**config.mk**
```make
export PLATFORM = sky130hd
export DESIGN_NAME = mac_dot_sequencer
export DESIGN_NICKNAME = d
export VERILOG_FILES = /design/src/rtl/mac_dot_sequencer.sv
export SDC_FILE = /design/constraint.sdc
export NUM_CORES = 1
export LEC_CHECK = 0
export CORE_ASPECT_RATIO = 0.5
export CORE_UTILIZATION = 45
export DETAILED_ROUTE_END_ITERATION = 8
export PLACE_DENSITY = 0.71
export SYNTH_ARGS = -nofsm -noshare
export SYNTH_HDL_FRONTEND = slang
export SYNTH_SLANG_ARGS = --single-unit
```
**constraint.sdc**
```tcl
create_clock -name clk -period 3.8 [get_ports clk]
set_clock_uncertainty 0.15 [all_clocks]
set_input_delay 0.38 -clock clk [delete_from_list [all_inputs] [get_ports clk]]
set_output_delay 0.38 -clock clk [all_outputs]
set_load 0.01 [all_outputs]
```
**src/rtl/mac_dot_sequencer.sv**
```systemverilog
// Sequences operand pairs through a small FIFO into an external MAC and captures the dot product.
// Define MAC_SEQ_STALL_CNT_EN to build the saturating RUN-stall counter.
module mac_dot_sequencer #(
    parameter int N     = 32,
    parameter int LEN_W = 8,
    parameter int DEPTH = 4
) (
    input  logic             clk,
    input  logic             rst,
    input  logic             start,
    input  logic [LEN_W-1:0] len,
    input  logic             in_valid,
    output logic             in_ready,
    input  logic [N-1:0]     g_in,
    input  logic [N-1:0]     e_in,
    output logic [N-1:0]     mac_g,
    output logic [N-1:0]     mac_e,
    output logic             mac_clr,
    input  logic [N-1:0]     mac_o,
    output logic [N-1:0]     result,
    output logic             done,
    output logic             busy,
    output logic [15:0]      stall_cnt
);
    localparam int PW = $clog2(DEPTH);
    localparam int CW = PW + 1;

    typedef enum logic [2:0] {
        IDLE,
        CLEAR,
        RUN,
        DRAIN,
        DONE
    } state_t;

    state_t state_q, state_d;

    logic [LEN_W-1:0] len_q;
    logic [LEN_W-1:0] accepted_q;
    logic [LEN_W-1:0] issued_q;
    logic [PW-1:0]    wr_ptr_q;
    logic [PW-1:0]    rd_ptr_q;
    logic [CW-1:0]    count_q;
    logic [N-1:0]     g_mem [DEPTH];
    logic [N-1:0]     e_mem [DEPTH];
    logic             push;
    logic             pop;
    logic             last_pop;

    assign in_ready = (state_q == RUN) && (accepted_q < len_q)
                   && (count_q != CW'(DEPTH));
    assign push     = in_valid && in_ready;
    // Occupancy is the registered count, so a pair pushed this cycle cannot pop until next.
    assign pop      = (state_q == RUN) && (count_q != '0) && (issued_q < len_q);
    assign last_pop = pop && ((issued_q + LEN_W'(1)) == len_q);

    assign mac_clr = (state_q == CLEAR);
    assign done    = (state_q == DONE);
    assign busy    = (state_q != IDLE);

    always_ff @(posedge clk or negedge rst) begin
        if (!rst) state_q <= IDLE;
        else      state_q <= state_d;
    end

    always_comb begin
        state_d = state_q;
        unique case (state_q)
            IDLE:    if (start) state_d = CLEAR;
            CLEAR:   state_d = (len_q == '0) ? DRAIN : RUN;
            RUN:     if (last_pop) state_d = DRAIN;
            DRAIN:   state_d = DONE;
            DONE:    state_d = IDLE;
            default: state_d = IDLE;
        endcase
    end

    always_ff @(posedge clk or negedge rst) begin
        if (!rst) begin
            len_q <= '0;
        end else if (state_q == IDLE && start) begin
            len_q <= len;
        end
    end

    always_ff @(posedge clk or negedge rst) begin
        if (!rst) begin
            accepted_q <= '0;
            issued_q   <= '0;
            wr_ptr_q   <= '0;
            rd_ptr_q   <= '0;
            count_q    <= '0;
        end else if (state_q == CLEAR) begin
            accepted_q <= '0;
            issued_q   <= '0;
            wr_ptr_q   <= '0;
            rd_ptr_q   <= '0;
            count_q    <= '0;
        end else begin
            if (push) begin
                accepted_q <= accepted_q + LEN_W'(1);
                wr_ptr_q   <= wr_ptr_q + PW'(1);
            end
            if (pop) begin
                issued_q <= issued_q + LEN_W'(1);
                rd_ptr_q <= rd_ptr_q + PW'(1);
            end
            if (push && !pop)      count_q <= count_q + CW'(1);
            else if (pop && !push) count_q <= count_q - CW'(1);
        end
    end

    always_ff @(posedge clk) begin
        if (push) begin
            g_mem[wr_ptr_q] <= g_in;
            e_mem[wr_ptr_q] <= e_in;
        end
    end

    // Zero operands on idle cycles keep the downstream accumulator unchanged.
    always_ff @(posedge clk or negedge rst) begin
        if (!rst) begin
            mac_g <= '0;
            mac_e <= '0;
        end else if (pop) begin
            mac_g <= g_mem[rd_ptr_q];
            mac_e <= e_mem[rd_ptr_q];
        end else begin
            mac_g <= '0;
            mac_e <= '0;
        end
    end

    always_ff @(posedge clk or negedge rst) begin
        if (!rst)                  result <= '0;
        else if (state_q == DRAIN) result <= mac_o;
    end

`ifdef MAC_SEQ_STALL_CNT_EN
    logic [15:0] stall_q;

    always_ff @(posedge clk or negedge rst) begin
        if (!rst) begin
            stall_q <= '0;
        end else if (state_q == CLEAR) begin
            stall_q <= '0;
        end else if (state_q == RUN && !pop && stall_q != 16'hFFFF) begin
            stall_q <= stall_q + 16'd1;
        end
    end

    assign stall_cnt = stall_q;
`else
    assign stall_cnt = 16'd0;
`endif

endmodule

```
== Word-level counts from Yosys, hierarchy flattened ==
Memories as Yosys holds them, arrays and structs flattened.
Cells that the tools add are included.

* Logic and storage cells: 66
* Bits in writable memories: 256
* Register bits after elaboration: 130
* Input bits: 108
* Output and inout port bits: 116
* Memories kept: 2

{| class="wikitable"
|+ Memories
! memory !! depth !! bits a word !! read ports !! clocked after Yosys merged registers in !! wr ports !! RTL line !! RTL
|-
| e_mem || 4 || 32 || 1 || 0 || 1 || 45 || <nowiki>logic [N-1:0] e_mem [DEPTH];</nowiki>
|-
| g_mem || 4 || 32 || 1 || 0 || 1 || 44 || <nowiki>logic [N-1:0] g_mem [DEPTH];</nowiki>
|}

* Equal/unequal tests: 8
* Muxes and demuxes: 19
* Reductions and logical operators: 19
* Magnitude comparators: 2
* Add/sub/neg operators: 6

{| class="wikitable"
|+ Operators with widths
! kind !! number
|-
| 2-to-1 mux 32 bit || 2
|-
| 2-to-1 mux 8 bit || 4
|-
| adder 8 x 1 -> 8 bit, second input constant || 2
|-
| < comparator 8 bit || 2
|-
| 2-to-1 mux 3 bit || 5
|-
| case mux 3 bit (4 select lines) || 1
|-
| logical AND 1 bit || 9
|-
| nonzero test 3 bit || 3
|-
| equality test 8 bit || 1
|-
| logical NOT 8 bit || 1
|-
| 2-to-1 mux 2 bit || 4
|-
| equality test 3 x 2 -> 1 bit, second input constant || 2
|-
| adder 2 x 1 -> 2 bit, second input constant || 2
|-
| != test 2 bit, second input constant || 2
|-
| nonzero test 2 bit || 2
|-
| adder 3 x 1 -> 3 bit, second input constant || 1
|-
| equality test 3 x 1 -> 1 bit, second input constant || 1
|-
| equality test 3 bit, second input constant || 1
|-
| logical NOT 3 bit || 1
|-
| 2-to-1 mux 1 bit || 3
|-
| != test 3 bit, second input constant || 1
|-
| subtractor 3 x 1 -> 3 bit, second input constant || 1
|-
| logical NOT 1 bit || 2
|-
| AND reduction 2 bit || 1
|}

== Longest topological paths before layout ==
* Depth after elaboration: 9
* Depth in mapped cells: 14

== Worst setup path before layout ==
Ideal clock, no wire load.

* Path kind: register to register
* From: register len_q[1]
* To: memory e_mem[0][0] (enable)
* Buffers on the path: 2
* Setup time: 0.429 ns
* Setup slack: -0.206 ns
* Arrival time: 3.427 ns
* Stages on the path, launching flop included: 10
* Cells stage by stage: dfrtp_1 > inv_1 > ha_1 > o211ai_1 > a21oi_1 > o41a_1 > clkbuf_1 > nor2_1 > buf_2 > and2_1

* Word-level cells in the longest chain between the ends: 6

{| class="wikitable"
|+ RTL lines
! what !! RTL line !! RTL
|-
| start, declared || 38 || <nowiki>logic [LEN_W-1:0] len_q;</nowiki>
|-
| start signal, assigned || 82 || <nowiki>len_q <= len;</nowiki>
|-
| < comparator 8 bit || 50 || <nowiki>assign in_ready = (state_q == RUN) && (accepted_q < len_q)</nowiki>
|-
| logical AND 1 bit || 50 ||
|-
| logical AND 1 bit || 51 || <nowiki>&& (count_q != CW'(DEPTH));</nowiki>
|-
| logical AND 1 bit || 52 || <nowiki>assign push = in_valid && in_ready;</nowiki>
|-
| 2-to-1 mux 1 bit || 114 || <nowiki>if (push) begin</nowiki>
|-
| 2-to-1 mux 1 bit (implied by the code) || 116 || <nowiki>e_mem[wr_ptr_q] <= e_in;</nowiki>
|-
| end, declared || 45 ||
|}

No other way between the ends.

== Worst setup path after layout ==
* From: register len_q[1]
* To: output port in_ready

* Word-level cells in the longest chain between the ends: 3

{| class="wikitable"
|+ RTL lines
! what !! RTL line !! RTL
|-
| < comparator 8 bit || 50 ||
|-
| logical AND 1 bit || 50 ||
|-
| logical AND 1 bit || 51 ||
|-
| end, declared || 13 || <nowiki>output logic in_ready,</nowiki>
|}

No other way between the ends.

==> qor.tcl <==
set qor(critPathRequiredTime_ns) 3.27
set qor(hold_class) {input port to flip-flop}
set qor(synth_top_area_cell) {sky130_fd_sc_hd__edfxtp_1}
set qor(timing.hold.worst_path_depth) 3
set qor(cts_htree_levels) 2
set qor(drtPass1Iterations) 4
set qor(worst_pin_slew_ns) 0.978
set qor(clock-root-buffer) {sky130_fd_sc_hd__clkbuf_16}
set qor(post_synth_edffs) 256
set qor(synth.avg_cell_area_um2) 17.1
set qor(synth_top_area_share_pct) 52.1
set qor(clkSinkCount) 386
set qor(tritoncts_clock_tree) {built}
set qor(wl_per_cell_um) 19.5
set qor(grt_setup_unrepaired) {no}
set qor(ir_worst_vdd_uv) 387
set qor(portBuffers) 207
set qor(register_area_share_after_synthesis_pct) 74.1
set qor(slowest_stage) {sky130_fd_sc_hd__clkdlybuf4s50_1}
set qor(layout_worst_path_cycle_share_pct) 87.0
set qor(row_count) 46
set qor(most_used_standard_cell_by_instance_count_after_synthesis) {sky130_fd_sc_hd__edfxtp_1}
set qor(max_cap_violations) 0
set qor(antenna_left) 0
set qor(worstPathMaxFanout) 9
set qor(synth_top_cells_by_count) {256 x sky130_fd_sc_hd__edfxtp_1, 130 x sky130_fd_sc_hd__dfrtp_1, 121 x sky130_fd_sc_hd__nand2_1}
set qor(die_height_um) 130
set qor(io_pins) 224
set qor(yosys_warnings) 0
set qor(mappedNetlistArea_um2) 14800
set qor(place_inst) 1483
set qor(place_area_um2) 17400
set qor(drtIter0Drc) 406
set qor(num-nets-final) 1219
set qor(starting_density_of_the_core_pct) 46.2
set qor(timing.setup.tns_ns) 0
set qor(regArea_um2) 10900
set qor(r2r_cells) 8
set qor(syn2layout_area_growth_pct) 25.8
set qor(global_route_overflow) 0
set qor(floorplan.core_area_um2) 31900
set qor(finalInstanceArea_um2) 18600
set qor(antenna_found_initial) 1
set qor(power-per-cell-area_nw_per_um2) 687
set qor(largest_net_degree_at_the_start_of_global_routing) 90
set qor(static-leakage-power_nw) 6.95
set qor(critical-path-max-stage-delay_ns) 0.56
set qor(numCtsBuffers) 35
set qor(hold_viol) 0
set qor(setup_viol) 0
set qor(start_kind) {flip-flop}
set qor(cts-root-to-sink-buffers) 3
set qor(timing.critical_path.to_type) {output pin}
set qor(post-cts-setup-buffer-count) 0
set qor(hpwlAfterDp_mm) 18.8
set qor(setup_ws_ns) 0.495
set qor(fmax_mhz) 303
set qor(status) {completed}
set qor(critical_path_arrival_ns) 2.78
set qor(postSynth.asyncResetShare_pct) 33.7
set qor(finalWirelength_mm) 30.2
set qor(drt_drc_violations_left) 0
set qor(clock_latency_at_the_later_pin_of_the_worst_skew_pair_ns) 0.52
set qor(maxSlewHeadroom_pct) 34.7
set qor(globalplace.congestion) 0.818
set qor(multiInputGateArea_um2) 3550
set qor(synthTopCellsByArea) {sky130_fd_sc_hd__edfxtp_1 52%, sky130_fd_sc_hd__dfrtp_1 22%, sky130_fd_sc_hd__mux4_2 9.8%}
set qor(finalCriticalPeriod_ns) 3.31
set qor(critical_path.cell_chain) {inv_1, ha_1, o211ai_1, a21oi_1, o41a_1, nor2_1, clkdlybuf4s50_1}
set qor(synth.distinct_cells) 50
set qor(final_core_utilization_pct) 58.1
set qor(netlist_instances) 863
set qor(finalNonFillerCells) 1548
set qor(n_fill_cell) 2366
set qor(dp_slack_ns) 0.487
set qor(via_count) 7917
set qor(via_per_inst) 5.11
set qor(drive_above_1_share_pct) 13.5
set qor(die_w_um) 258
set qor(maxSlewViolCount) 0
set qor(path_class) {flip-flop to output pin}
set qor(floorplan.die_area_um2) 33600
set qor(synthFlopType) {sky130_fd_sc_hd__edfxtp_1}
set qor(grt_pass1_vias) 8288
set qor(clk_pin_slew_worst_paths_ns) 0.06
set qor(grtUsageTotal_pct) 18.0
set qor(grt_pass1_wl_mm) 46.2
set qor(synth_seq_cells) 386
## state kept, by name (all words and copies together) (netlist names), 8 cells and up
signal	flops
accepted_q	8
e_mem	128
g_mem	128
issued_q	8
len_q	8
mac_e	32
mac_g	32
result	32
## layout make-up
class	instances	share of cell area, %
Antenna cell	1	0.0135
Clock buffer	42	4.97
Clock inverter	21	1.31
Inverter	19	0.384
Multi-Input combinational cell	422	19.1
Sequential cell	386	59.0
Tap cell	432	2.91
Timing Repair Buffer	225	12.3
## layout by cell type (no fill, tap or decap), types with 4 or more instances in the layout
cell                              netlist  layout
sky130_fd_sc_hd__nor3_1                 7       7
sky130_fd_sc_hd__bufinv_16              0       4
sky130_fd_sc_hd__ha_1                  21      21
sky130_fd_sc_hd__o21ai_1                6       6
sky130_fd_sc_hd__xnor2_1               16      16
sky130_fd_sc_hd__a21oi_1                5       5
sky130_fd_sc_hd__nand2_1              121     121
sky130_fd_sc_hd__mux2i_1                8       8
sky130_fd_sc_hd__dfrtp_1              130     128
sky130_fd_sc_hd__nand3_1                6       6
sky130_fd_sc_hd__inv_1                 18      18
sky130_fd_sc_hd__and2_4                 0       4
sky130_fd_sc_hd__conb_1                 1      16
sky130_fd_sc_hd__and3_1                 5       5
sky130_fd_sc_hd__clkdlybuf4s50_1        0     206
sky130_fd_sc_hd__nand4_1                4       4
sky130_fd_sc_hd__clkbuf_1              17       5
sky130_fd_sc_hd__buf_12                 0       6
sky130_fd_sc_hd__mux4_2                64      64
sky130_fd_sc_hd__edfxtp_1             256     256
sky130_fd_sc_hd__nor3b_1                6       6
sky130_fd_sc_hd__and2_1                69      65
sky130_fd_sc_hd__o21ai_0               15      15
sky130_fd_sc_hd__clkinv_2               0      11
sky130_fd_sc_hd__clkbuf_16              0      35
sky130_fd_sc_hd__buf_4                 17      11
sky130_fd_sc_hd__nor4_1                 4       4
sky130_fd_sc_hd__nor2_1                14      13
## cell families (layout without fill, tap and decap cells)
| kind of cell | Yosys count | in the layout | share of synthesized area [%] |
|---|---|---|---|
| flops | 386 | 386 | 74.1 |
| compound gates | 44 | 44 | 1.86 |
| xor+xnor | 17 | 17 | 1.01 |
| other cells | 1 | 17 | 0.0254 |
| fa+ha+maj | 22 | 22 | 1.92 |
| simple gates | 249 | 249 | 8.31 |
| buf+inv | 70 | 307 | 2.30 |
| mux | 74 | 74 | 10.5 |
## power breakdown
group	internal [mW]	switching, mW
Sequential	5.20	0.423
Clock	2.03	1.53
Combinational	1.86	1.70
## final timing paths
path	endpoint	start	slack, ns
max	in_ready	len_q[1]	0.49
min	result[7]	mac_o[7]	0.25
max reg2reg	g_mem[3][6]	len_q[1]	0.50
min reg2reg	result[17]	result[17]	0.32
max in group asynchronous	result[0]	rst	2.08
min in group asynchronous	mac_e[22]	rst	0.39
## repair_timing
action | CTS | global route
resized for setup | 0 | 0
setup endpoints to repair | 0 | 0
hold buffers | 1 | 0
hold endpoints to repair | 87 | 0
## metrics by stage
stage	total power, mW	hold slack, ns
after floorplan	7.67	-0.0656
after global placement	9.23	0.306
after detailed placement	9.31	0.311
after CTS	12.9	0.214
after global routing	13.4	0.234
final	12.8	0.246
## worst max-delay path, delay by kind of cell, from the launching register on
family          cells  cell delay, ns
fa+ha+maj           1            0.29
compound gates      3            0.72
flops               1            0.41
simple gates        1            0.19
buf+inv             2            0.66
## metal layers
metal | vias up | global-route usage, % | part of all wire (%)
met3 | 55 | 2.66 | 2.9
met4 | 2 | 6.13 | 2.6
met1 | 4103 | 21.6 | 40
met2 | 151 | 33.7 | 54
met5 | - | 0 | 0.043
li1 | 3606 | - | -
(Power assumes the default switching activity.)
